## config.mk

```make
export PLATFORM = sky130hd
export DESIGN_NAME = sum_display_scan
export DESIGN_NICKNAME = d
export VERILOG_FILES = /design/src/rtl/sum_display_scan_pkg.sv /design/src/rtl/sum_display_scan_seg7.sv /design/src/rtl/sum_display_scan.sv
export SDC_FILE = /design/constraint.sdc
export NUM_CORES = 1
export LEC_CHECK = 0
export ABC_AREA = 1
export BUFFER_PORTS_ARGS = -buffer_cell sky130_fd_sc_hd__buf_2
export CAP_MARGIN = 25
export CORE_MARGIN = 5
export CORE_UTILIZATION = 55
export DETAILED_ROUTE_END_ITERATION = 8
export PLACE_DENSITY = 0.88
export SYNTH_ARGS = -nofsm -noshare
export SYNTH_HDL_FRONTEND = slang
export SYNTH_HIERARCHICAL = 1
export SYNTH_SLANG_ARGS = --single-unit
```

## constraint.sdc

```tcl
create_clock -name clk_in -period 3 [get_ports clk_in]
set_input_delay 0.3 -clock clk_in [delete_from_list [all_inputs] [get_ports clk_in]]
set_output_delay 0.3 -clock clk_in [all_outputs]
set_load 0.1 [all_outputs]
```

## src/rtl/sum_display_scan_pkg.sv

```systemverilog
// +----------------------------------------------------------------------+
// | sum_display_scan_pkg: segment patterns and digit-state type shared   |
// | by the two-digit sum display.                     Revision: 1.0      |
// +----------------------------------------------------------------------+
`default_nettype none

package sum_display_scan_pkg;

  // Active-low patterns, bit order {g,f,e,d,c,b,a}
  localparam logic [6:0] SEG_0     = 7'h40;
  localparam logic [6:0] SEG_1     = 7'h79;
  localparam logic [6:0] SEG_2     = 7'h24;
  localparam logic [6:0] SEG_3     = 7'h30;
  localparam logic [6:0] SEG_4     = 7'h19;
  localparam logic [6:0] SEG_5     = 7'h12;
  localparam logic [6:0] SEG_6     = 7'h02;
  localparam logic [6:0] SEG_7     = 7'h78;
  localparam logic [6:0] SEG_8     = 7'h00;
  localparam logic [6:0] SEG_9     = 7'h10;
  localparam logic [6:0] SEG_BLANK = 7'h7F;

  localparam logic [1:0] SEL_ONES = 2'b10;
  localparam logic [1:0] SEL_TENS = 2'b01;
  localparam logic [1:0] SEL_OFF  = 2'b11;

  typedef enum logic [0:0] {
    DIG_ONES = 1'b0,
    DIG_TENS = 1'b1
  } dig_state_e;

  // Tens digit of a 0..31 value by threshold compare.
  function automatic logic [1:0] tens_of(input logic [4:0] v);
    if (v >= 5'd30)      return 2'd3;
    else if (v >= 5'd20) return 2'd2;
    else if (v >= 5'd10) return 2'd1;
    else                 return 2'd0;
  endfunction

endpackage

`default_nettype wire

```

## src/rtl/sum_display_scan_seg7.sv

```systemverilog
// +----------------------------------------------------------------------+
// | seg7_decode: BCD digit to active-low seven-segment pattern; codes    |
// | 10..15 are blank.                                 Revision: 1.0      |
// +----------------------------------------------------------------------+
`default_nettype none

module seg7_decode
  import sum_display_scan_pkg::*;
(
  input  logic [3:0] digit_i,
  output logic [6:0] seg_o
);

  always_comb begin
    seg_o = SEG_BLANK;
    case (digit_i)
      4'd0:    seg_o = SEG_0;
      4'd1:    seg_o = SEG_1;
      4'd2:    seg_o = SEG_2;
      4'd3:    seg_o = SEG_3;
      4'd4:    seg_o = SEG_4;
      4'd5:    seg_o = SEG_5;
      4'd6:    seg_o = SEG_6;
      4'd7:    seg_o = SEG_7;
      4'd8:    seg_o = SEG_8;
      4'd9:    seg_o = SEG_9;
      default: seg_o = SEG_BLANK;
    endcase
  end

endmodule

`default_nettype wire

```

## src/rtl/sum_display_scan.sv

```systemverilog
// +----------------------------------------------------------------------+
// | sum_display_scan: holds a 5-bit adder result and time-multiplexes it |
// | onto a two-digit common-anode display.            Revision: 1.0      |
// +----------------------------------------------------------------------+
`default_nettype none

module sum_display_scan
  import sum_display_scan_pkg::*;
#(
  parameter int unsigned SCAN_DIV = 50000
) (
  input  logic       clk_in,
  input  logic       rst_n_in,
  input  logic       load_in,
  input  logic [3:0] sum_in,
  input  logic       carry_in,
  output logic [6:0] seg_out,
  output logic [1:0] dig_sel_out,
  output logic [4:0] value_out
);

  localparam logic [15:0] CNT_MAX = 16'(SCAN_DIV - 1);

  logic [4:0]  value_q, value_d;
  logic [15:0] cnt_q, cnt_d;
  dig_state_e  dig_q, dig_d;
  logic [6:0]  seg_q;
  logic [1:0]  sel_q, sel_d;

  logic [1:0]  tens;
  logic [3:0]  ones;
  logic [3:0]  dec_digit;
  logic [6:0]  dec_seg;

  seg7_decode u_dec (
    .digit_i (dec_digit),
    .seg_o   (dec_seg)
  );

  always_ff @(posedge clk_in or negedge rst_n_in) begin
    if (!rst_n_in) begin
      value_q <= 5'd0;
      cnt_q   <= 16'd0;
      dig_q   <= DIG_ONES;
      seg_q   <= SEG_BLANK;
      sel_q   <= SEL_OFF;
    end else begin
      value_q <= value_d;
      cnt_q   <= cnt_d;
      dig_q   <= dig_d;
      seg_q   <= dec_seg;
      sel_q   <= sel_d;
    end
  end

  always_comb begin
    value_d   = load_in ? {carry_in, sum_in} : value_q;
    cnt_d     = cnt_q + 16'd1;
    dig_d     = dig_q;
    sel_d     = SEL_ONES;
    tens      = tens_of(value_q);
    // Ones = value - 10*tens evaluated mod 16; the true result is < 10.
    ones      = value_q[3:0] - (4'd10 * {2'b00, tens});
    dec_digit = ones;

    if (cnt_q == CNT_MAX) begin
      cnt_d = 16'd0;
      dig_d = (dig_q == DIG_ONES) ? DIG_TENS : DIG_ONES;
    end

    if (dig_q == DIG_TENS) begin
      sel_d     = SEL_TENS;
      dec_digit = (tens == 2'd0) ? 4'hF : {2'b00, tens};
    end
  end

  assign value_out   = value_q;
  assign seg_out     = seg_q;
  assign dig_sel_out = sel_q;

endmodule

`default_nettype wire

```

==> results.ini <==
[cts]
cts_hold_buffers=0
cts_buffers=5
clockBufferDepth=2
clkTransAtPathRegs_ns=0.09
cts_tree=done
cts_resized=0
clock-sinks=31
cts_setup_buffers=0
cts-root-buf=clkbuf_4
clock_latency_ns=0.33
htreeDepth=2

[run_status]
status=finished with violations
failed_checks=negative hold slack

[placed_design]
globalplace.congestion=0.903
portBuffers=21
hpwlAfterDp_mm=2.30

[sta]
max_slew_margin_pct=55.2
period_needed_ns=2.40
fmax_ghz=0.417
fin_skew_ns=0.00308
max_slew.worst_pin.slew_ns=0.672
finalHoldViolations=5
setup-tns-final_ns=0
rsz0062_at_grt=no
post-route-period-util_pct=79.9
final_max_slew_viol_count=0
whs_ns=-0.00130
setup_viol=0

[logic_synthesis]
netlist.area_leader.share_pct=32.4
ys_top_cells_by_area=dfrtp_1, dfstp_2, nand2_1
synthesis.nets=228
synthCells=212
yosysSeqAreaShare_pct=46.3
synth_seq_cells=31
synth.distinct_cells=24
post_synth.cell_area_avg_um2=8.03
yosysWarnings=6
yosysTopAreaCell=dfrtp_1
syn_area_um2=1700

[worst_setup_path]
r2r_cells=11
arrival_ns=2.67
r2r-start=value_out[2]
start_kind=register
crit_fanout=6
crit_path_start=value_out[2]
critPathKind=register to register
end_kind=register
required_ns=3.27
r2r-end=seg_out[3]
rrSetupSlack_ns=0.60

[grt]
antenna_found_initial=0
grt_pass1_wl_mm=5.53
grt_usage_pct=17.0
grt_max_degree=32
overflow=0
grt_pass1_vias=1325

[layout]
final_util_pct=63.1
multi_input_area_um2=787
antenna_cells=0
mostFrequentLayoutCell=nand2_1
final_cell_mix=nand2_1, inv_1, nor2_1
drive_above_1_share_pct=22.1
fill_cells=282
regArea_um2=787
syn_to_final_growth_pct=11.3
fin_nets=255

[flow_run]
drv_cap=0

[floorplanning]
row_count=20
die_x_um=65.6
die_area_um2=4310
ioPinCount=22
initial_core_util_pct=56.7
fp.coreArea_um2=3000
die_h_um=65.6

[hold_path]
hold_class=input port to asynchronous set/reset pin

[route]
drtAntennaViolNets=0
vias_per_cell=5.08
drc=0
routed_wl_mm=3.06
vias=1386
post_drt_wl_per_cell_um=11.2
drt_iter0_markers=73
first_pass_iters=4

[power_and_ir_drop]
irDropWorstVdd_mv=0.592
p_leak_uw=0.000974
cellPowerDensity_nw_per_um2=739

## per-stage QoR
stage / power (µW) / hold slack [ns] / setup WS [ns] / std cells / instance area [µm²]
after CTS: 1420 / 0.00717 / 0.623 / 273 / 1890
after global routing: 1490 / 0.0298 / 0.427 / 273 / 1890
final: 1400 / -0.00130 / 0.602 / 273 / 1890
after global placement: 1180 / 0.368 / 0.766 / 265 / 1840
after detailed placement: 1190 / 0.380 / 0.641 / 265 / 1840
after floorplan: 1100 / 0.00441 / 0.224 / 212 / 1700
## synthesized netlist by cell type
| cell | n |
|---|---|
| xor2_1 | 8 |
| nand3_1 | 19 |
| ha_1 | 7 |
| a21oi_1 | 1 |
| o21ai_2 | 1 |
| a22oi_1 | 1 |
| inv_2 | 2 |
| fa_1 | 1 |
| nand2_2 | 5 |
| inv_1 | 31 |
| mux2_2 | 2 |
| or2_2 | 1 |
| nand4_2 | 1 |
| nor2_1 | 27 |
| nor2_2 | 2 |
| nor2_4 | 3 |
| nand2_1 | 58 |
| o21ai_0 | 6 |
| xnor2_1 | 1 |
| dfstp_2 | 9 |
| nand4_1 | 1 |
| dfrtp_1 | 22 |
| clkbuf_1 | 1 |
| o21ai_1 | 2 |
## worst max-delay path, cell delays in order, from the launching register on
cell and delay (ns):
dfrtp_1 0.45, o21ai_0 0.22, nand2_1 0.13, nand2_1 0.10, inv_1 0.04, ha_1 0.28, a22oi_1 0.43, inv_1 0.16
ha_1 0.30, nand2_1 0.08, nand3_1 0.08, nand2_1 0.07
## state kept, by name (all words and copies together), names as in the netlist
signal and count:
value_out 5, dig_sel_out 2, dig_q 1, seg_out 7, cnt_q 16
## worst max path at each step
stage | to | slack [ns]
CTS | seg_out[3] | 0.62
detailed placement | seg_out[3] | 0.64
global placement | seg_out[3] | 0.77
finish | seg_out[3] | 0.60
global route | seg_out[6] | 0.43
floorplan | seg_out[2] | 0.22
## logic make-up after synthesis
kind of cell | share of synthesized area, %
XOR/XNOR | 4.63
multiplexers | 1.32
AND/OR/NAND/NOR | 30.4
AO/OA/AOI/OAI | 3.60
buffers and inverters | 7.50
flip-flops | 46.3
adder cells (fa/ha/maj) | 6.32
## report_power, final
| part | total [µW] | switching (µW) | internal (µW) |
|---|---|---|---|
| clock | 223 | 132 | 91.1 |
| combinational | 653 | 554 | 99.2 |
| sequential | 524 | 20.5 | 504 |
## metal layers
layer  vias up  global-route usage (%)  wire, µm
met2        31                    27.7      1490
met3         9                    6.32       143
met4         0                    7.25        65
met1       643                    20.0      1360
li1        703                       -         -
met5         -                       0         0
## cell type report
| class | count | share of cell area [%] |
|---|---|---|
| sequential | 31 | 41.5 |
| multi-input combinational | 147 | 41.5 |
| inverter | 33 | 6.54 |
| timing repair buffer | 21 | 5.55 |
| clock buffer | 7 | 2.38 |
| tap | 33 | 2.18 |
| clock inverter | 1 | 0.264 |
No activity file was read; power rests on OpenSTA's default activity.
